==> config.mk <==
export PLATFORM = sky130hd
export DESIGN_NAME = riscv_core_muldiv_issue
export DESIGN_NICKNAME = d
export VERILOG_FILES = /design/src/rtl/riscv_core_muldiv_issue.sv
export SDC_FILE = /design/constraint.sdc
export NUM_CORES = 1
export LEC_CHECK = 0
export BUFFER_PORTS_ARGS = -buffer_cell sky130_fd_sc_hd__buf_2
export CAP_MARGIN = 15
export CORE_MARGIN = 8
export CORE_UTILIZATION = 30
export CTS_BUF_LIST = sky130_fd_sc_hd__clkbuf_8
export CTS_CLUSTER_DIAMETER = 200
export DETAILED_ROUTE_END_ITERATION = 7
export HOLD_SLACK_MARGIN = 0.15
export PLACE_DENSITY = 0.7
export SYNTH_ARGS = -nofsm -noshare
export SYNTH_HDL_FRONTEND = slang
export SYNTH_SLANG_ARGS = --single-unit
export TNS_END_PERCENT = 50
==> constraint.sdc <==
create_clock -name clk -period 5 [get_ports clk]
set_input_delay 0.25 -clock clk [delete_from_list [all_inputs] [get_ports clk]]
set_output_delay 0.25 -clock clk [all_outputs]
set_load 0.005 [all_outputs]
==> src/rtl/riscv_core_muldiv_issue.sv <==
// Requester-side issue/writeback controller for the pipelined mul/div unit.
// Optional perf counters enabled by defining RISCV_MULDIV_ISSUE_PERF_EN.
module riscv_core_muldiv_issue #(
  parameter int MAX_INFLIGHT = 4,
  parameter int RD_W         = 5
) (
  input  logic            clk,
  input  logic            reset,
  input  logic            issue_val,
  output logic            issue_rdy,
  input  logic [2:0]      issue_fn,
  input  logic [31:0]     issue_a,
  input  logic [31:0]     issue_b,
  input  logic [RD_W-1:0] issue_rd,
  output logic            muldivreq_val,
  input  logic            muldivreq_rdy,
  output logic [2:0]      muldivreq_msg_fn,
  output logic [31:0]     muldivreq_msg_a,
  output logic [31:0]     muldivreq_msg_b,
  input  logic            muldivresp_val,
  output logic            muldivresp_rdy,
  input  logic [63:0]     muldivresp_msg_result,
  output logic            wb_val,
  input  logic            wb_rdy,
  output logic [RD_W-1:0] wb_rd,
  output logic [31:0]     wb_data,
  output logic [31:0]     busy_mask,
  output logic            proto_err,
  output logic [31:0]     perf_issue_cnt,
  output logic [31:0]     perf_stall_cnt
);

  localparam int PTR_W = (MAX_INFLIGHT > 1) ? $clog2(MAX_INFLIGHT) : 1;
  localparam int CNT_W = PTR_W + 1;
  localparam logic [CNT_W-1:0] FULL_CNT = CNT_W'(MAX_INFLIGHT);

  typedef enum logic [2:0] {
    FN_MUL    = 3'd0,
    FN_DIV    = 3'd1,
    FN_DIVU   = 3'd2,
    FN_REM    = 3'd3,
    FN_REMU   = 3'd4,
    FN_MULH   = 3'd5,
    FN_MULHSU = 3'd6,
    FN_MULHU  = 3'd7
  } fn_e;

  typedef struct packed {
    logic [RD_W-1:0] rd;
    logic            hi_sel;
  } tag_t;

  // The unit packs MUL/DIV/DIVU results in the low word, everything else high.
  function automatic logic fn_hi_sel(input logic [2:0] fn);
    case (fn_e'(fn))
      FN_MUL, FN_DIV, FN_DIVU: return 1'b0;
      default:                 return 1'b1;
    endcase
  endfunction

  tag_t             tag_mem [MAX_INFLIGHT];
  logic [PTR_W-1:0] wr_ptr_q, wr_ptr_d;
  logic [PTR_W-1:0] rd_ptr_q, rd_ptr_d;
  logic [CNT_W-1:0] count_q, count_d;
  logic             wb_val_q, wb_val_d;
  logic [RD_W-1:0]  wb_rd_q, wb_rd_d;
  logic [31:0]      wb_data_q, wb_data_d;
  logic [31:0]      busy_q, busy_d;
  logic             proto_err_q, proto_err_d;

  logic hold, fire, resp_fire, pop, wb_fire;
  tag_t head;

  // Hold looks at the current count only; a same-cycle pop does not free a slot.
  assign hold = (count_q == FULL_CNT) || ((issue_rd != '0) && busy_q[issue_rd]);

  assign issue_rdy        = muldivreq_rdy & ~hold;
  assign muldivreq_val    = issue_val & ~hold;
  assign muldivreq_msg_fn = issue_fn;
  assign muldivreq_msg_a  = issue_a;
  assign muldivreq_msg_b  = issue_b;

  assign fire           = issue_val & issue_rdy;
  assign muldivresp_rdy = ~wb_val_q | wb_rdy;
  assign resp_fire      = muldivresp_val & muldivresp_rdy;
  assign pop            = resp_fire & (count_q != '0);
  assign wb_fire        = wb_val_q & wb_rdy;
  assign head           = tag_mem[rd_ptr_q];

  always_comb begin
    // NOTE: every next-state signal gets a default first so no latch is inferred.
    wr_ptr_d    = wr_ptr_q;
    rd_ptr_d    = rd_ptr_q;
    count_d     = count_q;
    wb_val_d    = wb_val_q;
    wb_rd_d     = wb_rd_q;
    wb_data_d   = wb_data_q;
    busy_d      = busy_q;
    proto_err_d = proto_err_q;

    if (fire) wr_ptr_d = wr_ptr_q + PTR_W'(1);
    if (pop)  rd_ptr_d = rd_ptr_q + PTR_W'(1);

    case ({fire, pop})
      2'b10:   count_d = count_q + CNT_W'(1);
      2'b01:   count_d = count_q - CNT_W'(1);
      default: count_d = count_q;
    endcase

    if (resp_fire && (count_q == '0)) proto_err_d = 1'b1;

    // Writes to x0 are popped but never reach the regfile.
    if (pop && (head.rd != '0)) begin
      wb_val_d  = 1'b1;
      wb_rd_d   = head.rd;
      wb_data_d = head.hi_sel ? muldivresp_msg_result[63:32] : muldivresp_msg_result[31:0];
    end else if (wb_fire) begin
      wb_val_d  = 1'b0;
    end

    if (wb_fire) busy_d[wb_rd_q] = 1'b0;
    if (fire && (issue_rd != '0)) busy_d[issue_rd] = 1'b1;
  end

  // NOTE: sequential state uses non-blocking assignments so all flops update together.
  always_ff @(posedge clk) begin
    if (reset) begin
      wr_ptr_q    <= '0;
      rd_ptr_q    <= '0;
      count_q     <= '0;
      wb_val_q    <= 1'b0;
      wb_rd_q     <= '0;
      wb_data_q   <= '0;
      busy_q      <= '0;
      proto_err_q <= 1'b0;
    end else begin
      wr_ptr_q    <= wr_ptr_d;
      rd_ptr_q    <= rd_ptr_d;
      count_q     <= count_d;
      wb_val_q    <= wb_val_d;
      wb_rd_q     <= wb_rd_d;
      wb_data_q   <= wb_data_d;
      busy_q      <= busy_d;
      proto_err_q <= proto_err_d;
    end
  end

  // NOTE: tag storage is not reset; count and pointers alone define which entries are live.
  always_ff @(posedge clk) begin
    if (fire) tag_mem[wr_ptr_q] <= '{rd: issue_rd, hi_sel: fn_hi_sel(issue_fn)};
  end

  assign wb_val    = wb_val_q;
  assign wb_rd     = wb_rd_q;
  assign wb_data   = wb_data_q;
  assign busy_mask = busy_q;
  assign proto_err = proto_err_q;

`ifdef RISCV_MULDIV_ISSUE_PERF_EN
  logic [31:0] perf_issue_q, perf_stall_q;

  always_ff @(posedge clk) begin
    if (reset) begin
      perf_issue_q <= '0;
      perf_stall_q <= '0;
    end else begin
      if (fire)                    perf_issue_q <= perf_issue_q + 32'd1;
      if (issue_val && !issue_rdy) perf_stall_q <= perf_stall_q + 32'd1;
    end
  end

  assign perf_issue_cnt = perf_issue_q;
  assign perf_stall_cnt = perf_stall_q;
`else
  assign perf_issue_cnt = '0;
  assign perf_stall_cnt = '0;
`endif

endmodule

==> impl_metrics.json <==
{
  "place_inst": 927,
  "min_path_type": "in -> reg",
  "final_cells": 944,
  "synthFlopType": "dfxtp_1",
  "path_clk_slew_ns": 0.12,
  "cts_max_level": 3,
  "startpoint_type": "flop",
  "rsz0062_at_grt": "no",
  "hold_viol_final": 0,
  "grt_max_degree": 58,
  "viasPerCell": 4.79,
  "final.setup.tns_ns": 0,
  "cp_max_fo": 44,
  "crit_path_end_kind": "flop",
  "cts_resized": 0,
  "netlist_area_mm2": 0.00599,
  "min_path_cells": 3,
  "grt_overflow_total": 0,
  "clk_latency_ns": 0.39,
  "ant_nets": 0,
  "rr_endpoint": "wb_data[26]",
  "intPower_uw": 1520,
  "dieWidth_um": 157,
  "fill_cells": 2058,
  "hpwl_um": 13100,
  "cap_viol_max_count": 0,
  "p_leak_uw": 0.00263,
  "pwr-share-comb": 0.326,
  "yosysTopAreaCellShare": 0.267,
  "vdd_drop_max_mv": 0.141,
  "synth_enable_flop_cells": 24,
  "syn_avg_cell_area_um2": 9.72,
  "crit_required_ns": 5.23,
  "arrival_ns": 3.19,
  "setup_viol": 0,
  "worst-r2r-cell-count": 6,
  "port_buffers": 154,
  "report.power.total_uw": 2380,
  "final_nets": 822,
  "multi_input_area_mm2": 0.00268,
  "cpMaxStageDelayCell": "dfxtp_1",
  "worstMarginPinSlew_ns": 1.04,
  "min_period_ns": 2.96,
  "die_y_um": 157,
  "ios": 347,
  "final_layout_size_suffix_gt1_frac": 0.306,
  "skew_ns": 0.0171,
  "synth_area_leaders": "dfxtp_1, buf_4, edfxtp_1",
  "rrSetupSlack_ns": 2.04,
  "clkPwrFrac": 0.213,
  "synthArstFlopShare": 0,
  "synth-seq-cells": 104,
  "max_freq_ghz": 0.338,
  "cts_root_buffer": "clkbuf_8",
  "synth-seq-area-share": 0.388,
  "hold_end": "wb_data[1]",
  "path_cells": "mux4_2 -> or4_1 -> o21a_2 -> buf_4 -> nor2_1 -> a211oi_2",
  "place.gp.congestion": 0.865,
  "grt_pass1_vias": 4434,
  "grt_pass1_wl_um": 25700,
  "cts.sinks": 104,
  "areaGrowthSynthToFinish_pct": 6.14,
  "yosysUniqueCellTypes": 51,
  "start_util": 0.307,
  "pwr-share-seq": 0.461,
  "num_vias": 4526,
  "cts_tree": "done",
  "power_density_mw_per_mm2": 374,
  "synth.largest_area_cell": "dfxtp_1",
  "core_mm2": 0.0195,
  "clock_path_buffers": 2,
  "slew_viol_final": 0,
  "yosys_warnings": 0,
  "power_switching_share": 0.363,
  "cts_buffers": 9,
  "drt_iter0_drc": 361,
  "status": "finished clean",
  "p_sw_uw": 863,
  "worst_hold_startpoint": "muldivresp_msg_result[1]",
  "timing.critical_path.buf_inv": 1,
  "syn_inst": 616,
  "path_delay_family": "simple AND/OR/NAND/NOR gates",
  "finalCritPeriodShare": 0.592,
  "relSlewSlack": 0.305,
  "rows": 51,
  "post-route-drc-count": 0,
  "final-seq-area_mm2": 0.00232,
  "drt_first_pass_iters": 4,
  "fp.dieArea_mm2": 0.0247,
  "wl_per_cell_um": 18.6,
  "drt_wl_total_um": 17500,
  "grt_usage": 0.135,
  "antenna_found_initial": 0,
  "n_antenna_cell": 0,
  "cpPeakStageDelay_ns": 0.59,
  "path_class": "reg -> reg"
}
==> cell families after synthesis <==
group / share of synthesized area
mux: 0.112
simple gates: 0.127
fa+ha+maj: 0.0138
buf+inv: 0.205
compound gates: 0.148
flops: 0.388
xor+xnor: 0.00585
other cells: 0.000626
==> power groups by stage <==
stage | clock [uW] | sequential, uW | combinational [uW]
final | 506 | 1100 | 775
after global routing | 568 | 1120 | 872
after CTS | 539 | 1100 | 795
after detailed placement | 0 | 1120 | 790
after global placement | 0 | 1120 | 776
after floorplan | 0 | 1080 | 647
==> worst reg2reg max path: cells and delay by family (launching register included) <==
family,cells,cell delay [ns]
AOI/OAI and AO/OA,2,0.56
buffers and inverters,1,0.39
DFF,1,0.59
muxes,1,0.59
and+or+nand+nor,2,0.69
==> synth_stat cells (3+ instances only) <==
master,instances
a211oi_1,13
a211oi_2,19
a21oi_1,8
a31oi_1,4
buf_1,3
buf_2,7
buf_4,131
buf_6,5
clkbuf_1,29
dfxtp_1,80
edfxtp_1,24
ha_1,5
inv_1,7
mux2i_1,48
mux4_2,8
nand2_1,31
nand2b_1,4
nand3_1,18
nand3b_1,4
nand4_1,5
nor2_1,52
nor2b_1,7
nor3_1,8
nor3b_1,9
o211ai_1,17
o21ai_0,8
o41ai_1,24
or3_1,3
or4_1,5
xor2_1,3
==> metal layers <==
layer  vias to the layer above  wire length [um]  global-route usage
li1                       2136                 -                   -
met1                      2114              6390               0.145
met2                       242              8660               0.234
met3                        34              2050              0.0526
met4                         0               419              0.0553
met5                         -                 0                   0
==> worst max-delay path by stage <==
| stage | start | to | slack, ns | cells past startpoint |
|---|---|---|---|---|
| after CTS | flop | wb_data[21] | 1.96 | 6 |
| final | flop | wb_data[26] | 2.04 | 6 |
| after global routing | flop | wb_data[24] | 1.81 | 6 |
| after floorplan | issue_rd[2] | count_q[2] | 2.08 | 13 |
| after detailed placement | issue_rd[0] | count_q[2] | 1.74 | 13 |
| after global placement | issue_rd[2] | count_q[2] | 1.80 | 13 |
==> sequential cells by signal, summed over array words and instances, names as in the netlist, named ones only <==
signal / count
busy_mask: 32
count_q: 3
proto_err: 1
rd_ptr_q: 2
tag_mem: 24
wb_data: 32
wb_rd: 5
wb_val: 1
wr_ptr_q: 2
==> what timing repair did <==
action | CTS | global route
endpoints found under the setup margin | 0 | 0
setup buffers | 0 | 0
hold endpoints to repair | 1 | 0
hold buffers | 1 | 0
==> cells in the final DEF (no fill, tap or decap), drive strengths merged, types with 18 or more instances in the layout <==
cell,count
a211oi,32
buf,159
conb,64
dfxtp,80
edfxtp,24
mux2i,48
nand2,31
nand3,18
nor2,52
o41ai,24
==> final cells by class <==
type	instances	area share
Timing Repair Buffer	160	0.129
Tap cell	265	0.0522
Sequential cell	104	0.365
Inverter	7	0.00413
Clock inverter	7	0.00886
Multi-Input combinational cell	392	0.421
Clock buffer	9	0.0195
==> through the flow <==
| step | hold slack, ns | cell area, um2 | setup WS (ns) | utilization |
|---|---|---|---|---|
| 2_1_floorplan | 0.349 | 6230 | 2.08 | - |
| 3_3_place_gp | 0.449 | 6170 | 1.80 | 0.316 |
| 4_1_cts | 0.155 | 6360 | 1.96 | 0.326 |
| 3_5_place_dp | 0.455 | 6170 | 1.74 | 0.316 |
| 6_report | 0.188 | 6360 | 2.04 | 0.326 |
| 5_1_grt | 0.178 | 6360 | 1.81 | 0.326 |
Note: power is estimated with default switching activity, not from simulation.
